===== config.mk =====
export PLATFORM = sky130hd
export DESIGN_NAME = companding_expander_mc_flat
export DESIGN_NICKNAME = d
export VERILOG_FILES = /design/src/rtl/companding_expander_mc_if.sv /design/src/rtl/companding_expander_mc.sv /design/src/flat_wrapper.sv
export SDC_FILE = /design/constraint.sdc
export NUM_CORES = 1
export LEC_CHECK = 0
export CAP_MARGIN = 10
export CORE_MARGIN = 2
export CORE_UTILIZATION = 55
export CTS_CLUSTER_SIZE = 30
export DETAILED_ROUTE_END_ITERATION = 8
export GPL_ROUTABILITY_DRIVEN = 0
export PLACE_DENSITY_LB_ADDON = 0.12
export SYNTH_ARGS = -nofsm -noshare
export SYNTH_HDL_FRONTEND = slang
export SYNTH_SLANG_ARGS = --single-unit

===== constraint.sdc =====
create_clock -name i_clk -period 18.6 [get_ports i_clk]
set_input_delay 5.58 -clock i_clk [delete_from_list [all_inputs] [get_ports i_clk]]
set_output_delay 5.58 -clock i_clk [all_outputs]
set_load 0.02 [all_outputs]

===== src/rtl/companding_expander_mc_if.sv =====
// Frame-in / beat-out handshake bundle for companding_expander_mc.
// The slave modport is the expander; the master modport is its environment.
interface companding_expander_mc_if #(
    parameter int NUM_CH = 4,
    parameter int OUT_W  = 12
);
    localparam int CH_W = (NUM_CH > 1) ? $clog2(NUM_CH) : 1;

    logic                  in_valid;
    logic                  in_ready;
    logic [8*NUM_CH-1:0]   in_frame;
    logic                  out_valid;
    logic                  out_ready;
    logic [OUT_W-1:0]      out_data;
    logic [CH_W-1:0]       out_ch;
    logic                  out_last;
    logic                  busy;

    modport slave (
        input  in_valid, in_frame, out_ready,
        output in_ready, out_valid, out_data, out_ch, out_last, busy
    );

    modport master (
        output in_valid, in_frame, out_ready,
        input  in_ready, out_valid, out_data, out_ch, out_last, busy
    );
endinterface


===== src/rtl/companding_expander_mc.sv =====
// Multi-channel 8-bit companded to linear PCM expander, one channel per output beat.
// Optional COMPAND_SATURATE_EN clamps magnitudes to the signed OUT_W range instead of wrapping.
module companding_expander_mc #(
    parameter int NUM_CH = 4,
    parameter int OUT_W  = 12
) (
    input  logic                     i_clk,
    input  logic                     i_rst_n,
    companding_expander_mc_if.slave  io_bus
);
    localparam int CH_W = (NUM_CH > 1) ? $clog2(NUM_CH) : 1;
    localparam logic [0:0] S_IDLE = 1'b0;
    localparam logic [0:0] S_SEND = 1'b1;
    localparam logic [15:0] SAT_MAX = 16'((32'd1 << (OUT_W - 1)) - 32'd1);

    logic [0:0]          r_state;
    logic [8*NUM_CH-1:0] r_frame;
    logic                r_out_valid;
    logic [OUT_W-1:0]    r_out_data;
    logic [CH_W-1:0]     r_out_ch;
    logic                r_out_last;

    logic                w_in_ready;
    logic                w_accept;
    logic                w_beat;
    logic [CH_W-1:0]     w_next_ch;
    logic [7:0]          w_next_code;

    function automatic logic [OUT_W-1:0] expand(input logic [7:0] c);
        logic [7:0]  m;
        logic [2:0]  seg;
        logic [3:0]  man;
        logic [12:0] step;
        logic [12:0] mag;
        logic [15:0] v;
        m    = c[7] ? 8'(~c + 8'd1) : c;
        seg  = m[6:4];
        man  = m[3:0];
        step = (seg == 3'd0) ? 13'd2 : (13'd1 << seg);
        mag  = step * ({9'd0, man} + 13'd1) + (13'd16 << seg);
        v    = {3'd0, mag};
`ifdef COMPAND_SATURATE_EN
        if (v > SAT_MAX) v = SAT_MAX;
`endif
        if (c[7]) v = ~v + 16'd1;
        return v[OUT_W-1:0];
    endfunction

    // Ready is combinational from out_ready so a new frame overlaps the last beat.
    assign w_in_ready = (r_state == S_IDLE) | (r_out_valid & io_bus.out_ready & r_out_last);
    assign w_accept   = io_bus.in_valid & w_in_ready;
    assign w_beat     = r_out_valid & io_bus.out_ready;
    assign w_next_ch  = r_out_ch + CH_W'(1);

    always_comb begin
        w_next_code = '0;
        for (int unsigned k = 0; k < NUM_CH; k++) begin
            if (k == 32'(w_next_ch)) w_next_code = r_frame[8*k +: 8];
        end
    end

    always_ff @(posedge i_clk or negedge i_rst_n) begin
        if (!i_rst_n) begin
            r_state     <= S_IDLE;
            r_frame     <= '0;
            r_out_valid <= 1'b0;
            r_out_data  <= '0;
            r_out_ch    <= '0;
            r_out_last  <= 1'b0;
        end else if (w_accept) begin
            r_frame     <= io_bus.in_frame;
            r_out_data  <= expand(io_bus.in_frame[7:0]);
            r_out_ch    <= '0;
            r_out_last  <= 1'(NUM_CH == 1);
            r_out_valid <= 1'b1;
            r_state     <= S_SEND;
        end else if (w_beat) begin
            if (r_out_last) begin
                r_out_valid <= 1'b0;
                r_out_ch    <= '0;
                r_out_last  <= 1'b0;
                r_state     <= S_IDLE;
            end else begin
                r_out_ch    <= w_next_ch;
                r_out_data  <= expand(w_next_code);
                r_out_last  <= (w_next_ch == CH_W'(NUM_CH - 1));
            end
        end
    end

    assign io_bus.in_ready  = w_in_ready;
    assign io_bus.out_valid = r_out_valid;
    assign io_bus.out_data  = r_out_data;
    assign io_bus.out_ch    = r_out_ch;
    assign io_bus.out_last  = r_out_last;
    assign io_bus.busy      = (r_state == S_SEND);
endmodule

===== src/flat_wrapper.sv =====
// flat-port wrapper written by rule: the top's interface ports become plain ports
module companding_expander_mc_flat 
#(
    parameter int NUM_CH = 4,
    parameter int OUT_W  = 12
)
  (i_clk, i_rst_n, io_bus_in_valid, io_bus_in_frame, io_bus_out_ready, io_bus_in_ready, io_bus_out_valid, io_bus_out_data, io_bus_out_ch, io_bus_out_last, io_bus_busy);
  companding_expander_mc_if #(.NUM_CH(NUM_CH), .OUT_W(OUT_W)) io_bus_i ();
  input  logic i_clk;
  input  logic i_rst_n;
  input wire logic [$bits(io_bus_i.in_valid)-1:0] io_bus_in_valid;
  input wire logic [$bits(io_bus_i.in_frame)-1:0] io_bus_in_frame;
  input wire logic [$bits(io_bus_i.out_ready)-1:0] io_bus_out_ready;
  output wire logic [$bits(io_bus_i.in_ready)-1:0] io_bus_in_ready;
  output wire logic [$bits(io_bus_i.out_valid)-1:0] io_bus_out_valid;
  output wire logic [$bits(io_bus_i.out_data)-1:0] io_bus_out_data;
  output wire logic [$bits(io_bus_i.out_ch)-1:0] io_bus_out_ch;
  output wire logic [$bits(io_bus_i.out_last)-1:0] io_bus_out_last;
  output wire logic [$bits(io_bus_i.busy)-1:0] io_bus_busy;
  assign io_bus_i.in_valid = io_bus_in_valid;
  assign io_bus_i.in_frame = io_bus_in_frame;
  assign io_bus_i.out_ready = io_bus_out_ready;
  assign io_bus_in_ready = io_bus_i.in_ready;
  assign io_bus_out_valid = io_bus_i.out_valid;
  assign io_bus_out_data = io_bus_i.out_data;
  assign io_bus_out_ch = io_bus_i.out_ch;
  assign io_bus_out_last = io_bus_i.out_last;
  assign io_bus_busy = io_bus_i.busy;
  companding_expander_mc #(.NUM_CH(NUM_CH), .OUT_W(OUT_W)) u_core (.i_clk(i_clk), .i_rst_n(i_rst_n), .io_bus(io_bus_i));
endmodule

==> out/qor.yml, run 1 <==
cts:
  cts_buffers: 5
  clockBufferDepth: 2
  cts_hold_buf: 0
  cts-root-buf: "clkbuf_8"
  cts_max_level: 2
  path_clk_slew_ns: 0.11
  cts_setup_buffers: 0
  cts_resized: 0
  clock_sinks: 47
  clk_latency_ns: 0.31
  cts_tree: "built"
timing:
  timing.final.ws_setup_ns: 6.10
  max-slew-margin-rel: 0.293
  period_share: 0.672
  period_needed_ns: 12.50
  grt_setup_unrepaired: "false"
  fin_skew_ns: 0.00710
  timing.fmax_mhz: 80.0
  fin_setup_tns_ns: 0
  setup_viol: 0
  final-hold-violation-count: 0
  slew_violations: 0
  worst_slew_pin_slew_ns: 1.06
die:
  core_sq_mm: 0.00982
  die_h_um: 105
  placementRows: 36
  die_area_sq_mm: 0.0110
  io_pins: 54
  start_util: 0.571
  die_w_um: 105
logic_synthesis:
  synth_fp_nets: 774
  yosysSeqAreaShare: 0.210
  synth.area.top_cells: "dfrtp_1 21%, fa_1 16%, ha_1 9.4%, mux2_2 5.6%, inv_1 4.9%"
  synth_common_cells: "73 x inv_1, 71 x nand2_1, 68 x nor2_1"
  synth_most_common_cell: "inv_1"
  syn_area_per_cell_sq_um: 8.60
  async_flop_share: 1.00
  synth_top_cell_area_share: 0.210
  netlist_instances: 652
  synth-main-ff-cell: "dfrtp_1"
  syn_area_sq_mm: 0.00561
  synth_cell_type_count: 67
  synth-seq-cells: 47
  synth_top_area_cell: "dfrtp_1"
  yosys_warnings: 0
  synth_enable_flop_cells: 0
critical_path:
  cp-startpoint: "io_bus_out_ready"
  setup.worst_path.end_class: "output pin"
  timing.rr.start: "u_core.io_bus.out_ch[0]$_DFFE_PN0P_"
  cp_max_fo: 3
  start_kind: "input pin"
  rr_endpoint: "u_core.io_bus.out_data[11]$_DFFE_PN0P_"
  required_ns: 13.02
  worst-setup-path-type: "in2out"
  r2r_setup_slack_ns: 11.35
  worst_ep_arrival_time_ns: 6.92
  ff2ff_path_depth: 25
routing:
  routed_via_density: 5.65
  via_count: 4641
  wl_per_cell_um: 15.1
  ant_nets: 0
  routed_wl_um: 12400
  drt_iter0_drc: 232
  drc_errors: 0
  first_pass_iters: 5
min_path:
  worstHoldEndpoint: "u_core.r_frame[2]$_DFFE_PN0P_"
  min_from: "u_core.r_frame[2]$_DFFE_PN0P_"
  hold_class: "reg2reg"
  holdPathStages: 2
global_route:
  grt_pass1_wl_um: 22600
  grt_use_total: 0.247
  grt_pass1_vias: 4814
  grt_start_max_net_pins: 59
  antenna_found_initial: 0
  grt_overflow: 0
placement:
  dp_slack_ns: 6.10
  dp_hpwl_um: 10000
  port_buffers: 52
layout:
  syn_to_final_growth_pct: 12.0
  drive_gt1_frac: 0.0785
  nets: 809
  fillers: 889
  final_core_util: 0.640
  antennaDiodeCount: 0
flow_run:
  maxCapViolCount: 0
outcome:
  run_status: "finished clean"
==> metrics by stage <==
| step | std cells | hold WS (ns) | instance area [sq um] |
|---|---|---|---|
| detailed placement | 813 | 0.475 | 6180 |
| global route | 821 | 0.531 | 6280 |
| CTS | 821 | 0.500 | 6280 |
| floorplan | 652 | 0.450 | 5610 |
| finish | 821 | 0.495 | 6280 |
| global placement | 813 | 0.470 | 6180 |
==> worst max-delay path, stage by stage <==
cell and delay (ns):
clkdlybuf4s50_1 0.51, nand2_1 0.06, nand2_1 0.13, clkdlybuf4s50_1 0.64
==> cells by family after synthesis <==
| logic type | after synthesis | share of synthesized area |
|---|---|---|
| other | 1 | 0.000669 |
| flip-flops | 47 | 0.210 |
| XOR/XNOR | 46 | 0.0719 |
| AND/OR/NAND/NOR | 216 | 0.180 |
| AO/OA/AOI/OAI | 120 | 0.147 |
| buffers and inverters | 102 | 0.0725 |
| multiplexers | 34 | 0.0672 |
| adder cells (fa/ha/maj) | 86 | 0.251 |
==> worst max-delay path by stage <==
stage	endpoint	slack, ns
global route	io_bus_in_ready	6.03
floorplan	io_bus_in_ready	7.20
finish	io_bus_in_ready	6.10
detailed placement	io_bus_in_ready	6.10
global placement	io_bus_in_ready	6.09
CTS	io_bus_in_ready	6.09
==> cell type report <==
class	instances	area [sq um]	area share
Clock buffer	5	68.8	0.0110
Sequential cell	47	1180	0.187
Multi-Input combinational cell	503	4030	0.641
Inverter	77	289	0.0460
Tap cell	133	166	0.0265
Clock inverter	3	31.3	0.00498
Timing Repair Buffer	53	523	0.0833
==> sequential cells by signal, indices dropped and copies added (netlist names) <==
| name | count |
|---|---|
| u_core.io_bus.out_ch | 2 |
| u_core.io_bus.out_data | 11 |
| u_core.io_bus.busy | 1 |
| u_core.r_frame | 32 |
| u_core.io_bus.out_last | 1 |
==> cells in the final DEF (no fill, tap or decap), types with 6 or more instances in the layout <==
cell / count
ha_1: 42
clkdlybuf4s50_1: 51
o211ai_1: 7
nor2_1: 68
a21o_1: 8
fa_1: 44
xnor2_1: 30
nand2b_1: 16
a21oi_1: 22
mux2_2: 28
or2_1: 6
inv_1: 73
nand2_1: 70
xor2_1: 16
o21ai_0: 25
and2_1: 8
dfrtp_1: 47
nand3_1: 17
==> metal layers <==
metal / up-vias / global-route usage / share of wire
li1: 2241 / - / -
met1: 2277 / 0.332 / 0.45
met2: 113 / 0.424 / 0.50
met3: 10 / 0.0268 / 0.038
met4: 0 / 0.0648 / 0.0086
met5: - / 0 / 0
Power of run 1 is not shown: default switching activity piles up to over one toggle a cycle in this logic, so the estimate is an artifact.
==> run 2: changes to the inputs <==
- CORE_UTILIZATION: 55 -> 54
- clock period: 18.6 -> 11.1 ns (I/O delays scaled with it)
==> run 2 against run 1 <==
Against the previous run:
- global-route usage decreased by 0.72 points
- cell area about the same
- die area grew 1.8%
- routed wire length up 0.49%
- clock skew decreased by 0.00062 ns
- via count is 2.4% lower
- sequential share of layout area hardly changed
- worst setup slack worse by 4.6 ns
- clock-buffer cell count is the same
- critical endpoint is now u_core.io_bus.out_data[10]$_DFFE_PN0P_
==> out/qor.yml, run 2 (synthesized netlist as in run 1, its figures left out) <==
critical_path:
  r2r_setup_slack_ns: 3.86  # was 11.35 ns
  cp_slowest_cell: "clkdlybuf4s50_1"  # unchanged
  timing.rr.start: "u_core.io_bus.out_ch[0]$_DFFE_PN0P_"  # unchanged
  ff2ff_path_depth: 24  # was 25
  path_buf_inv: 5  # was 2
  start_kind: "input pin"  # unchanged
  worst-setup-path-type: "in2reg"  # was in2out
  required_ns: 11.31  # was 13.02 ns
  setup.worst_path.end_class: "register"  # was output pin
  rr_endpoint: "u_core.io_bus.out_data[11]$_DFFE_PN0P_"  # unchanged
  cp_max_fo: 11  # was 3
  worst_ep_arrival_time_ns: 9.79  # was 6.92 ns
  cpPeakStageDelay_ns: 0.60  # was 0.64 ns
  critPathTopFamily: "adder cells"  # was buffers and inverters
placement:
  port_buffers: 52  # unchanged
  dp_hpwl_um: 10000  # about the same
layout:
  drive_gt1_frac: 0.0785  # unchanged
  fillers: 939  # was 889
  largest_reg_flops: 32  # unchanged
  syn_to_final_growth_pct: 12.1  # was 12.0%
  layout_commonest_cell: "inv_1"  # unchanged
  largest_register: "u_core.r_frame"  # unchanged
  layout_common_cells: "73 x inv_1, 70 x nand2_1, 68 x nor2_1, 51 x clkdlybuf4s50_1, 47 x dfrtp_1"  # unchanged
  nets: 809  # unchanged
  antennaDiodeCount: 0  # unchanged
cts:
  clockBufferDepth: 2  # unchanged
  clock_sinks: 47  # unchanged
  cts_setup_buffers: 0  # unchanged
  cts_max_level: 2  # unchanged
  cts_buffers: 5  # unchanged
  path_clk_slew_ns: 0.10  # was 0.11 ns
  cts_tree: "built"  # unchanged
  cts-root-buf: "clkbuf_8"  # unchanged
  cts_hold_buf: 0  # unchanged
  clk_latency_ns: 0.31  # about the same
  cts_resized: 0  # unchanged
routing:
  ant_nets: 0  # unchanged
  wl_per_cell_um: 15.1  # about the same
  drc_errors: 0  # unchanged
  via_count: 4529  # was 4641
  routed_via_density: 5.50  # was 5.65
  first_pass_iters: 5  # unchanged
  drt_iter0_drc: 247  # was 232
  routed_wl_um: 12400  # about the same
global_route:
  grt_pass1_wl_um: 22000  # was 22600 um
  grt_start_max_net_pins: 59  # unchanged
  grt_overflow: 0  # unchanged
  antenna_found_initial: 0  # unchanged
  grt_pass1_vias: 4780  # was 4814
  grt_use_total: 0.240  # was 0.247
die:
  die_area_sq_mm: 0.0112  # was 0.0110 sq mm
  die_h_um: 106  # was 105 um
  placementRows: 37  # was 36
  die_w_um: 106  # was 105 um
  io_pins: 54  # unchanged
  core_sq_mm: 0.0102  # was 0.00982 sq mm
  start_util: 0.550  # was 0.571
timing:
  setup_viol: 0  # unchanged
  final-hold-violation-count: 0  # unchanged
  fin_setup_tns_ns: 0  # unchanged
  period_share: 0.864
  worst_slew_pin_slew_ns: 1.07  # was 1.06 ns
  period_needed_ns: 9.59
  fin_skew_ns: 0.00649  # was 0.00710 ns
  max-slew-margin-rel: 0.286  # was 0.293
  grt_setup_unrepaired: "false"  # unchanged
  slew_violations: 0  # unchanged
  timing.fmax_mhz: 104
min_path:
  worstHoldEndpoint: "u_core.r_frame[30]$_DFFE_PN0P_"  # was u_core.r_frame[2]$_DFFE_PN0P_
  min_from: "u_core.r_frame[30]$_DFFE_PN0P_"  # was u_core.r_frame[2]$_DFFE_PN0P_
  hold_class: "reg2reg"  # unchanged
  holdPathStages: 1  # was 2
flow_run:
  maxCapViolCount: 0  # unchanged
outcome:
  run_status: "finished clean"  # unchanged
-- run 2: worst max path at each step --
stage / start / cells after the start / endpoint / slack, ns
finish: io_bus_in_frame[0] / 25 / u_core.io_bus.out_data[10]$_DFFE_PN0P_ / 1.51
global route: io_bus_in_frame[0] / 23 / u_core.io_bus.out_data[10]$_DFFE_PN0P_ / 1.03
CTS: io_bus_in_frame[0] / 23 / u_core.io_bus.out_data[10]$_DFFE_PN0P_ / 1.53
detailed placement: io_bus_in_frame[0] / 23 / u_core.io_bus.out_data[10]$_DFFE_PN0P_ / 1.23
global placement: io_bus_in_frame[0] / 23 / u_core.io_bus.out_data[10]$_DFFE_PN0P_ / 1.56
floorplan: io_bus_in_frame[0] / 23 / u_core.io_bus.out_data[10]$_DFFE_PN0P_ / 2.36
-- run 2: per-stage QoR --
| step | instance area [sq um] | util | cells | hold WS [ns] | worst slack, ns |
|---|---|---|---|---|---|
| floorplan | 5610 | - | 652 | 0.450 | 2.36 |
| global placement | 6180 | 0.607 | 816 | 0.470 | 1.56 |
| detailed placement | 6180 | 0.607 | 816 | 0.485 | 1.23 |
| CTS | 6280 | 0.617 | 824 | 0.508 | 1.53 |
| global route | 6280 | 0.617 | 824 | 0.512 | 1.03 |
| finish | 6280 | 0.617 | 824 | 0.508 | 1.51 |
-- run 2: layout make-up --
cell class	count	area, sq um	share of cell area
timing repair buffer	53	523	0.0832
sequential	47	1180	0.187
tap	136	170	0.0271
clock inverter	3	31.3	0.00498
clock buffer	5	68.8	0.0109
multi-input combinational	503	4030	0.641
inverter	77	289	0.0460
-- run 2: layer usage --
metal,up-vias,track usage,routed length (um)
met3,13,0.0270,444
met2,99,0.420,6080
met4,0,0.0517,144
met5,-,0,0
li1,2244,-,-
met1,2173,0.321,5780
Power of run 2 is left out for the same reason.
==> run 3: changes to the inputs <==
- TNS_END_PERCENT: unset -> 50
==> results of run 3 <==
Same layout as run 2: the final DEF is identical, and so are final timing and power.
Power of run 3 is left out for the same reason.
==> RTL edit 1 (settings of run 2) <==
`OUT_W` is set to 12 in 3 places; all go to 11.
--- a/src/rtl/companding_expander_mc_if.sv
+++ b/src/rtl/companding_expander_mc_if.sv
@@ -2,7 +2,7 @@
 // The slave modport is the expander; the master modport is its environment.
 interface companding_expander_mc_if #(
     parameter int NUM_CH = 4,
-    parameter int OUT_W  = 12
+    parameter int OUT_W  = 11
 );
     localparam int CH_W = (NUM_CH > 1) ? $clog2(NUM_CH) : 1;
 
--- a/src/rtl/companding_expander_mc.sv
+++ b/src/rtl/companding_expander_mc.sv
@@ -2,7 +2,7 @@
 // Optional COMPAND_SATURATE_EN clamps magnitudes to the signed OUT_W range instead of wrapping.
 module companding_expander_mc #(
     parameter int NUM_CH = 4,
-    parameter int OUT_W  = 12
+    parameter int OUT_W  = 11
 ) (
     input  logic                     i_clk,
     input  logic                     i_rst_n,
--- a/src/flat_wrapper.sv
+++ b/src/flat_wrapper.sv
@@ -2,7 +2,7 @@
 module companding_expander_mc_flat 
 #(
     parameter int NUM_CH = 4,
-    parameter int OUT_W  = 12
+    parameter int OUT_W  = 11
 )
   (i_clk, i_rst_n, io_bus_in_valid, io_bus_in_frame, io_bus_out_ready, io_bus_in_ready, io_bus_out_valid, io_bus_out_data, io_bus_out_ch, io_bus_out_last, io_bus_busy);
   companding_expander_mc_if #(.NUM_CH(NUM_CH), .OUT_W(OUT_W)) io_bus_i ();
Ports: changed (resized io_bus_out_data); port bits go from 54 to 53. The function was not compared with the original's and may differ.
==> RTL edit 1 against run 2 <==
- wire length is 9.0% lower
- worst setup slack worse by 0.0016 ns
- sequential cell count is 1 lower
- synthesized area is 8.1% lower
- design area is 6.9% lower
- count of clock-buffer cells in the layout stayed put
- clock skew is 0.0095 ns higher
Power is left out: the tool's default activity adds up to more than one toggle a clock period on the data nets, which glitch-free logic cannot reach.
==> RTL edit 1: results (changes against run 2) <==
[timing]
worstMarginPinSlew_ns = 1.08  ; was 1.07 ns
skew_ns = 0.0160  ; was 0.00649 ns

[critical_path]
crit_arrival_ns = 9.81  ; was 9.79 ns
slowest_delay_ns = 0.69  ; was 0.60 ns
crit_path_max_fanout = 12  ; was 11
critPathSlowestCell = clkdlybuf4s50_1  ; unchanged

[placement]
portBuffers = 51  ; was 52
dp_slack_ns = 1.21  ; was 1.23 ns
post-dp-hpwl_mm = 9.27  ; was 10.0 mm

[synthesis]
synth_fp_nets = 699  ; was 774
synth_area_leaders = dfrtp_1 (22%), fa_1 (16%), ha_1 (8.7%)  ; was dfrtp_1 (21%), fa_1 (16%), ha_1 (9.4%)
synthTopCellsByCount = inv_1 (72), nand2_1 (62), nor2_1 (49), dfrtp_1 (46), fa_1 (42)  ; was inv_1 (73), nand2_1 (71), nor2_1 (68), dfrtp_1 (47), fa_1 (44)
ys_seq_area_share_pct = 22.3  ; was 21.0%
async_reset_ff_share_pct = 100  ; unchanged
synth_cell_types = 66  ; was 67

[global_routing]
grt_pass1_wl_mm = 19.5  ; was 22.0 mm
antenna_found_initial = 0  ; unchanged
grt_usage_pct = 23.6  ; was 24.0%

[route]
num_vias = 4176  ; was 4529
first_iter_violations = 176  ; was 247
drtPass1Iterations = 4  ; was 5
routed_wl_mm = 11.3  ; was 12.4 mm

[finish]
nNetsFinal = 741  ; was 809
drive_gt1_share_pct = 8.76  ; was 7.85%

[outcome]
status = finished clean  ; unchanged

[clock_network]
cts_setup_buffers = 0  ; unchanged

RTL edit 1: path summary, 6_finish.rpt:
path	startpoint	to	slack, ns	depth (start not counted)
setup reg to reg	u_core.io_bus.out_ch[0]	u_core.io_bus.out_data[10]	3.84	25
hold / removal	u_core.r_frame[7]	u_core.r_frame[7]	0.50	2
hold reg to reg	u_core.r_frame[7]	u_core.r_frame[7]	0.50	2
setup / recovery	io_bus_in_frame[0]	u_core.io_bus.out_data[10]	1.51	21
min in group asynchronous	i_rst_n	u_core.io_bus.out_data[4]	3.19	1
max in group asynchronous	i_rst_n	u_core.r_frame[15]	7.25	1
RTL edit 1: metrics by stage:
stage                     cell area (sq um)  instances  util [%]
after floorplan                        5150        585         -
after global placement                 5760        749      62.3
after detailed placement               5760        749      62.3
after CTS                              5850        757      63.3
after global routing                   5850        757      63.3
final                                  5850        757      63.3
RTL edit 1: final cells by class:
| cell class | instances | area [sq um] |
|---|---|---|
| Clock buffer | 5 | 68.8 |
| Clock inverter | 3 | 28.8 |
| Fill cell | 799 | 3390 |
| Inverter | 73 | 274 |
| Multi-Input combinational cell | 449 | 3660 |
| Sequential cell | 46 | 1150 |
| Tap cell | 129 | 161 |
| Timing Repair Buffer | 52 | 513 |
RTL edit 1: metal layers:
layer	GRT usage, %	up-vias	part of all wire [%]
met5	0	-	0
li1	-	2061	-
met2	39.2	91	48
met1	34.1	2012	48
met4	3.53	0	0.95
met3	2.69	12	3.6
RTL edit 1: cells by family after synthesis:
kind of cell	count (synthesis)	share of synthesized area (%)
AOI/OAI and AO/OA	111	14.6
xor gates and xnor gates	40	6.80
adders and majority gates	78	25.1
buffers and inverters	90	6.75
DFF	46	22.3
muxes	31	6.73
other	1	0.0728
and+or+nand+nor	188	17.7
==> RTL edit 2 (settings of run 2) <==
Without the edit above. Make the reset (`i_rst_n`) synchronous in one clocked block.
--- a/src/rtl/companding_expander_mc.sv
+++ b/src/rtl/companding_expander_mc.sv
@@ -59,7 +59,7 @@
         end
     end
 
-    always_ff @(posedge i_clk or negedge i_rst_n) begin
+    always_ff @(posedge i_clk) begin
         if (!i_rst_n) begin
             r_state     <= S_IDLE;
             r_frame     <= '0;
Function: differs if i_rst_n is asserted again (counterexample within 4 cycles, from zero or initial values and one cycle with i_rst_n low); with i_rst_n held inactive, the same outputs for 4 cycles.
==> RTL edit 2 against run 2 <==
- wire length is 9.9% higher
- synthesized area rose by 2.3%
- sequential cell count did not move
- worst setup slack lost 0.048 ns
- via count rose by 12%
- final cell count up 11%
- hold slack lost 0.047 ns
- design area up 1.1%
- non-clock buffer count is 4 higher
- sequential share of layout area decreased by 3.9 points
- critical path type unchanged
Power is left out: it rests on default switching activity, and per cell area and clock period it moved more than threefold.
==> RTL edit 2: results (changes against run 2) <==
[min_path]
hold_depth = 2  ; was 1
hold_start = u_core.r_frame[7]  ; was u_core.r_frame[30]
hold_path_end = u_core.r_frame[7]  ; was u_core.r_frame[30]

[finish]
drive_gt1_share_pct = 5.42  ; was 7.85%
stdcell_count = 911  ; was 824
nNetsFinal = 896  ; was 809

[critical_path]
r2r-start = u_core.io_bus.out_ch[0]  ; unchanged
crit_start = io_bus_in_frame[0]  ; unchanged
crit_arrival_ns = 9.90  ; was 9.79 ns
reg2regPathDepth = 26  ; was 24
r2r_slack_ns = 3.65  ; was 3.86 ns

[synthesis]
synth_fp_nets = 870  ; was 774
synthAdderAreaFrac_pct = 24.5  ; was 25.1%
async_reset_ff_share_pct = 0  ; was 100%
synth_compound_area_share_pct = 18.5  ; was 14.7%
muxShareOfSynthArea_pct = 0.349  ; was 6.72%
synth_xor_area_share_pct = 7.02  ; was 7.19%
synth_area_leaders = dfxtp_1 (16%), fa_1 (15%), ha_1 (9.2%)  ; was dfrtp_1 (21%), fa_1 (16%), ha_1 (9.4%)
synth_ff_type = dfxtp_1  ; was dfrtp_1
synth_cell_types = 81  ; was 67
synthTopCellsByCount = nand2_1 (139), inv_1 (82), nor2_1 (59), a21oi_1 (55), dfxtp_1 (47)  ; was inv_1 (73), nand2_1 (71), nor2_1 (68), dfrtp_1 (47), fa_1 (44)
ys_seq_area_share_pct = 16.4  ; was 21.0%

[placement]
post-dp-hpwl_mm = 10.9  ; was 10.0 mm

[route]
num_vias = 5077  ; was 4529
first_iter_violations = 304  ; was 247

[outcome]
status = finished clean  ; unchanged

[global_routing]
grt_pass1_wl_mm = 23.3  ; was 22.0 mm
use_met3_pct = 2.74  ; was 2.70%
grt_pass1_vias = 5074  ; was 4780
grtUsageMet2_pct = 46.3  ; was 42.0%
use_met1_pct = 29.8  ; was 32.1%

[clock_network]
cts_buffers = 5  ; unchanged
path_clk_slew_ns = 0.09

[timing]
worstMarginPinSlew_ns = 1.03  ; was 1.07 ns

RTL edit 2: changes by cell type after synthesis, sizes merged, moves of 10 or more:
cell,run 2,this run
dfxtp,0,47
dfrtp,47,0
nand2,71,139
a21boi,0,10
buf,7,17
a21oi,22,56
mux2,29,0
RTL edit 2: layout make-up:
type,instances,area [sq um]
Clock buffer,5,68.8
Clock inverter,3,22.5
Fill cell,930,3970
Inverter,82,308
Multi-Input combinational cell,581,4290
Sequential cell,47,941
Tap cell,136,170
Timing Repair Buffer,57,558
RTL edit 2: logic make-up (layout without fill, tap and decap cells):
family,count (synthesis),count (layout)
buffers and inverters,120,147
flip-flops,47,47
AO/OA/AOI/OAI,155,155
XOR/XNOR,43,43
adder cells (fa/ha/maj),86,86
other,1,1
multiplexers,2,2
AND/OR/NAND/NOR,294,294
RTL edit 2: worst max-delay path, stage by stage:
cell,delay (ns)
clkdlybuf4s50_1,0.71
inv_1,0.27
ha_1,0.25
or3b_1,0.54
or2_2,0.36
a2111oi_0,0.43
a31o_2,0.26
and2_1,0.17
fa_1,0.41
inv_1,0.08
fa_1,0.43
fa_1,0.54
inv_1,0.07
fa_1,0.54
nor4_1,0.40
nand2_1,0.16
o31ai_1,0.36
nand2_1,0.11
xnor2_1,0.14
a21oi_1,0.17
o211a_1,0.16
RTL edit 2: stage by stage:
stage                     hold WS, ns  util, %  cell area [sq um]  setup WS, ns
after global routing            0.491     61.6               6360         0.864
final                           0.461     61.6               6360          1.46
after global placement          0.445     60.7               6260          1.37
after CTS                       0.461     61.6               6360          1.49
after detailed placement        0.447     60.7               6260          1.19
after floorplan                 0.436        -               5740          2.35
RTL edit 2: routing by layer:
layer	wire, microns	up-vias
met5	0	-
met4	330	0
met3	444	24
met2	7080	116
met1	5820	2417
li1	-	2520
